File: src/rtl/core_pkg.sv
// Shared types for the core writeback path: the result line format and the shared-source ids.
// Pure declarations plus one helper; no logic, no latency, no flow control.
package core_pkg;

  localparam int WB_NUM_SHARED = 3;
  localparam int RD_W          = 5;
  localparam int XLEN          = 32;

  typedef struct packed {
    logic            ready;
    logic [RD_W-1:0] rd;
    logic [XLEN-1:0] value;
  } wb_line;

  typedef enum logic [1:0] {
    WB_SRC_BRANCH,
    WB_SRC_LDST,
    WB_SRC_MUL
  } wb_src_t;

  function automatic wb_src_t wb_src_next(wb_src_t s);
    case (s)
      WB_SRC_BRANCH: return WB_SRC_LDST;
      WB_SRC_LDST:   return WB_SRC_MUL;
      default:       return WB_SRC_BRANCH;
    endcase
  endfunction

endpackage

File: src/rtl/core_wb_rr_pick.sv
// Rotating-priority pick of up to two shared sources onto the free write ports.
// Purely combinational (0 cycles); a requester left without a port is simply not granted.
module core_wb_rr_pick
  import core_pkg::*;
(
  input  logic    [2:0] req,
  input  wb_src_t       rr_ptr,
  input  logic          free_a,
  input  logic          free_b,
  output logic    [2:0] grant,
  output logic    [2:0] port_of,
  output wb_src_t       next_ptr
);

  // port_of[src] is 0 for port A, 1 for port B; meaningful only where grant[src] is set.
  always_comb begin
    wb_src_t cur;
    logic    a_left;
    logic    b_left;
    grant    = '0;
    port_of  = '0;
    next_ptr = rr_ptr;
    a_left   = free_a;
    b_left   = free_b;
    cur      = rr_ptr;
    for (int k = 0; k < WB_NUM_SHARED; k++) begin
      if (req[cur] && (a_left || b_left)) begin
        grant[cur]   = 1'b1;
        port_of[cur] = !a_left;
        if (a_left) a_left = 1'b0;
        else        b_left = 1'b0;
        next_ptr = wb_src_next(cur);
      end
      cur = wb_src_next(cur);
    end
  end

endmodule

File: src/rtl/core_wb_scheduler.sv
// Fair scheduler of ALU lanes and shared units (branch, ldst, mul) onto the two register-file write ports.
// 1-cycle registered latency; losers see wb_stall_*, long stalls raise wb_hold_alu to drain ALU issue.
module core_wb_scheduler
  import core_pkg::*;
#(
  parameter int STARVE_LIMIT = 8
) (
  input  logic   clk,
  input  logic   rst_n,
  input  wb_line wb_alu_a,
  input  wb_line wb_alu_b,
  input  wb_line wb_branch,
  input  wb_line wb_ldst,
  input  wb_line wb_mul,
  output wb_line wr_a,
  output wb_line wr_b,
  output logic   wb_stall_branch,
  output logic   wb_stall_ldst,
  output logic   wb_stall_mul,
  output logic   wb_hold_alu
);

  localparam int               AGE_W   = $clog2(STARVE_LIMIT + 1);
  localparam logic [AGE_W-1:0] AGE_MAX = AGE_W'(STARVE_LIMIT);

  wb_line           src [WB_NUM_SHARED];
  logic [2:0]       req;
  logic [2:0]       grant;
  logic [2:0]       port_of;
  logic             free_a;
  logic             free_b;
  wb_src_t          rr_ptr;
  wb_src_t          next_ptr;
  logic [AGE_W-1:0] age_q [WB_NUM_SHARED];
  logic [AGE_W-1:0] age_d [WB_NUM_SHARED];
  logic             starved;
  wb_line           wr_a_d;
  wb_line           wr_b_d;

  assign src[0] = wb_branch;
  assign src[1] = wb_ldst;
  assign src[2] = wb_mul;
  assign req    = {wb_mul.ready, wb_ldst.ready, wb_branch.ready};

  // Gating the free flags with rst_n suppresses every grant while reset is held.
  assign free_a = rst_n && !wb_alu_a.ready;
  assign free_b = rst_n && !wb_alu_b.ready;

  core_wb_rr_pick u_pick (
    .req      (req),
    .rr_ptr   (rr_ptr),
    .free_a   (free_a),
    .free_b   (free_b),
    .grant    (grant),
    .port_of  (port_of),
    .next_ptr (next_ptr)
  );

  assign wb_stall_branch = req[0] && !grant[0];
  assign wb_stall_ldst   = req[1] && !grant[1];
  assign wb_stall_mul    = req[2] && !grant[2];

  always_comb begin
    wr_a_d  = '0;
    wr_b_d  = '0;
    starved = 1'b0;
    if (wb_alu_a.ready) wr_a_d = wb_alu_a;
    if (wb_alu_b.ready) wr_b_d = wb_alu_b;
    for (int i = 0; i < WB_NUM_SHARED; i++) begin
      if (grant[i]) begin
        if (port_of[i]) wr_b_d = src[i];
        else            wr_a_d = src[i];
      end
      if (grant[i] || !req[i])   age_d[i] = '0;
      else if (age_q[i] == AGE_MAX) age_d[i] = age_q[i];
      else                       age_d[i] = age_q[i] + 1'b1;
      starved = starved || (age_d[i] == AGE_MAX);
    end
  end

  always_ff @(posedge clk or negedge rst_n) begin
    if (!rst_n) begin
      wr_a        <= '0;
      wr_b        <= '0;
      rr_ptr      <= WB_SRC_BRANCH;
      wb_hold_alu <= 1'b0;
      for (int i = 0; i < WB_NUM_SHARED; i++) age_q[i] <= '0;
    end else begin
      wr_a        <= wr_a_d;
      wr_b        <= wr_b_d;
      rr_ptr      <= next_ptr;
      wb_hold_alu <= starved;
      for (int i = 0; i < WB_NUM_SHARED; i++) age_q[i] <= age_d[i];
    end
  end

endmodule
File: config.mk
export PLATFORM = sky130hd
export DESIGN_NAME = core_wb_scheduler
export DESIGN_NICKNAME = d
export VERILOG_FILES = /design/src/rtl/core_pkg.sv /design/src/rtl/core_wb_rr_pick.sv /design/src/rtl/core_wb_scheduler.sv
export SDC_FILE = /design/constraint.sdc
export NUM_CORES = 1
export LEC_CHECK = 0
export CAP_MARGIN = 0
export CORE_MARGIN = 5
export CORE_UTILIZATION = 40
export DETAILED_ROUTE_END_ITERATION = 7
export PLACE_DENSITY = 0.79
export REMOVE_ABC_BUFFERS = 1
export SKIP_CTS_REPAIR_TIMING = 1
export SLEW_MARGIN = 20
export SYNTH_ARGS = -nofsm -noshare
export SYNTH_HDL_FRONTEND = slang
export SYNTH_HIERARCHICAL = 1
export SYNTH_SLANG_ARGS = --single-unit
File: constraint.sdc
create_clock -name clk -period 3.8 [get_ports clk]
set_clock_uncertainty 0.15 [all_clocks]
set_input_delay 0.76 -clock clk [delete_from_list [all_inputs] [get_ports clk]]
set_output_delay 0.76 -clock clk [all_outputs]
set_load 0.02 [all_outputs]
==> impl_metrics.json <==
{
  "hold_viol": 0,
  "yosys-top-cells-area": "dfrtp_1 40%, a311oi_1 12%, a21o_1 10%",
  "pwr-share-seq_pct": 27.0,
  "whs_ps": 331,
  "num_antenna_cells": 0,
  "grt_pass1_wl_mm": 33.7,
  "ys_types": 53,
  "cpPeakStageDelay_ps": 340,
  "netlist_area_sq_um": 5740,
  "synthFlopType": "dfrtp_1",
  "powerDensity_nw_per_um2": 558,
  "yosys_warnings": 6,
  "cts_buffer_depth": 2,
  "syn_inst": 670,
  "static-leakage-power_nw": 4.22,
  "synth_top_area_cell": "dfrtp_1",
  "fin_tns_setup_ps": 0,
  "core_area_sq_um": 14000,
  "p_comb_share_pct": 56.5,
  "fin_crit_sh_pct": 94.3,
  "switching_power_mw": 1.99,
  "ys_ff_latch": 91,
  "cts_root_buffer": "clkbuf_16",
  "drtPass1Iterations": 5,
  "final_nets": 1135,
  "grt_start_max_net_pins": 58,
  "crit_type": "input pin to output pin",
  "ios": 272,
  "stdcell_area_sq_um": 9190,
  "grt_usage_pct": 25.9,
  "gp_congestion": 0.907,
  "drtAntennaViolNets": 0,
  "via_per_inst": 5.76,
  "path_depth": 9,
  "postSynthAreaPerCell_sq_um": 8.56,
  "cp-end-kind": "output pin",
  "cp_top_family": "multiplexers",
  "drv_cap": 0,
  "max_freq_mhz": 279,
  "synth_most_common_cell": "dfrtp_1",
  "grt_pass1_vias": 6389,
  "internal_power_mw": 3.14,
  "p_sw_share_pct": 38.9,
  "die-area_sq_um": 16800,
  "synth_common_cells": "91 x dfrtp_1, 89 x nor2_1, 87 x nand2_1",
  "seqCellArea_sq_um": 2280,
  "wl_per_cell_microns": 19.9,
  "syn_to_final_growth_pct": 60.1,
  "tightest_slew_ps": 741,
  "crit_path_max_fanout": 5,
  "required_ps": 2890,
  "cts_made_buffers": 9,
  "rsz0062_at_grt": "no",
  "ys_async_sr_fraction_pct": 100,
  "die_w_microns": 130,
  "post-route-util_pct": 65.7,
  "port_buffers": 271,
  "status": "finished, final reports clean",
  "synth-edff-count": 0,
  "path_buf_inv": 3,
  "period_minus_slack_ps": 3580,
  "num_rows": 43,
  "placed_cell_area_sq_um": 8850,
  "power.total_mw": 5.13,
  "ir_worst_vdd_uv": 292,
  "dr.first_iter.drc_count": 371,
  "fillers": 1209,
  "grt_remaining_overflow": 0,
  "hold_class": "input pin to async pin",
  "rr_worst_depth": 11,
  "cp-start-kind": "input pin",
  "vias": 6462,
  "max_slew_margin_pct": 50.6,
  "clock-sinks": 91,
  "dp_cells": 1106,
  "slowest_stage": "o41ai_2",
  "initial_core_util_pct": 41.0,
  "clkLatencyLatePin_ps": 340,
  "crit_arrival_ps": 2670,
  "pre_cts_ws_ps": -634,
  "final_cells": 1122,
  "seq_area_frac_synth_pct": 39.7,
  "cts.clk_slew.worst_paths_ps": 70,
  "drive_above_1_share_pct": 9.66,
  "place_hpwl_mm": 16.4,
  "synth_top_cell_area_share_pct": 39.7,
  "route.detailed.drc": 0,
  "dieHeight_microns": 130,
  "antenna_found_initial": 1,
  "drt-total-wl_mm": 22.3,
  "cp_common_cell": "mux2_2",
  "multiInputGateArea_sq_um": 3150,
  "setup-violations-final": 0,
  "htreeDepth": 3,
  "path_cells": "dlymetal6s2s_1 -> and3b_1 -> o41ai_2 -> a31oi_2 -> mux2_2 -> mux2_2 -> nand2b_4 -> inv_1 -> buf_4",
  "clockPowerShare_pct": 16.5,
  "slew_violations": 0,
  "setup_ws_ps": 218,
  "cts_tree": "done"
}
cell families after synthesis:
kind of cell / synth area share, %
buffers and inverters: 6.59
adder cells (fa/ha/maj): 1.31
AND/OR/NAND/NOR: 23.8
XOR/XNOR: 0.916
multiplexers: 2.03
AO/OA/AOI/OAI: 25.6
flip-flops: 39.7
cell type report:
type | count | area share [%]
Tap cell | 180 | 2.45
Multi-Input combinational cell | 505 | 34.3
Clock inverter | 4 | 0.286
Sequential cell | 91 | 24.8
Inverter | 10 | 0.409
Timing Repair Buffer | 320 | 35.1
Clock buffer | 12 | 2.68
worst paths after layout:
path,startpoint,to,slack (ps)
max reg2reg,rr_ptr[1],wr_a[15],530
min reg2reg,age_q[11],age_q[11],460
min,rst_n,wr_b[17],330
max,wb_branch[37],wb_stall_branch,220
min in group clk,age_q[11],age_q[11],460
max in group asynchronous,rst_n,age_q[5],2040
cells in the final DEF, fill, tap and decap left out, types with 5 or more instances in the layout:
cell / Yosys / routed
a311oi_1: 76 / 76
ha_1: 6 / 6
buf_12: 0 / 12
buf_4: 6 / 38
nor2_1: 89 / 89
clkbuf_16: 0 / 9
nand2b_1: 9 / 6
mux2_2: 5 / 5
inv_1: 10 / 10
a21o_1: 77 / 77
dfrtp_1: 91 / 91
nand3b_1: 5 / 5
nand2_1: 87 / 86
clkdlybuf4s50_1: 0 / 262
nand3_1: 80 / 80
sequential cells by signal (all words and copies together), names as in the netlist:
| register | count |
|---|---|
| wb_hold_alu | 1 |
| rr_ptr | 2 |
| wr_a | 38 |
| age_q | 12 |
| wr_b | 38 |
metal layers:
metal  global-route usage, %  wire length, microns
met2                    43.3                 10900
met3                    6.88                  2130
met5                       0                     7
met4                    12.3                   803
met1                    31.0                  8430
power by group through the flow:
stage                     combinational (mW)  clock, mW  sequential, mW
final                                   2.90      0.846            1.39
after detailed placement                2.86          0            1.40
after global placement                  2.84          0            1.39
after CTS                               2.88      0.863            1.38
after floorplan                         1.12          0            1.74
after global routing                    3.09      0.907            1.41
Note: power is estimated with default switching activity, not from simulation.
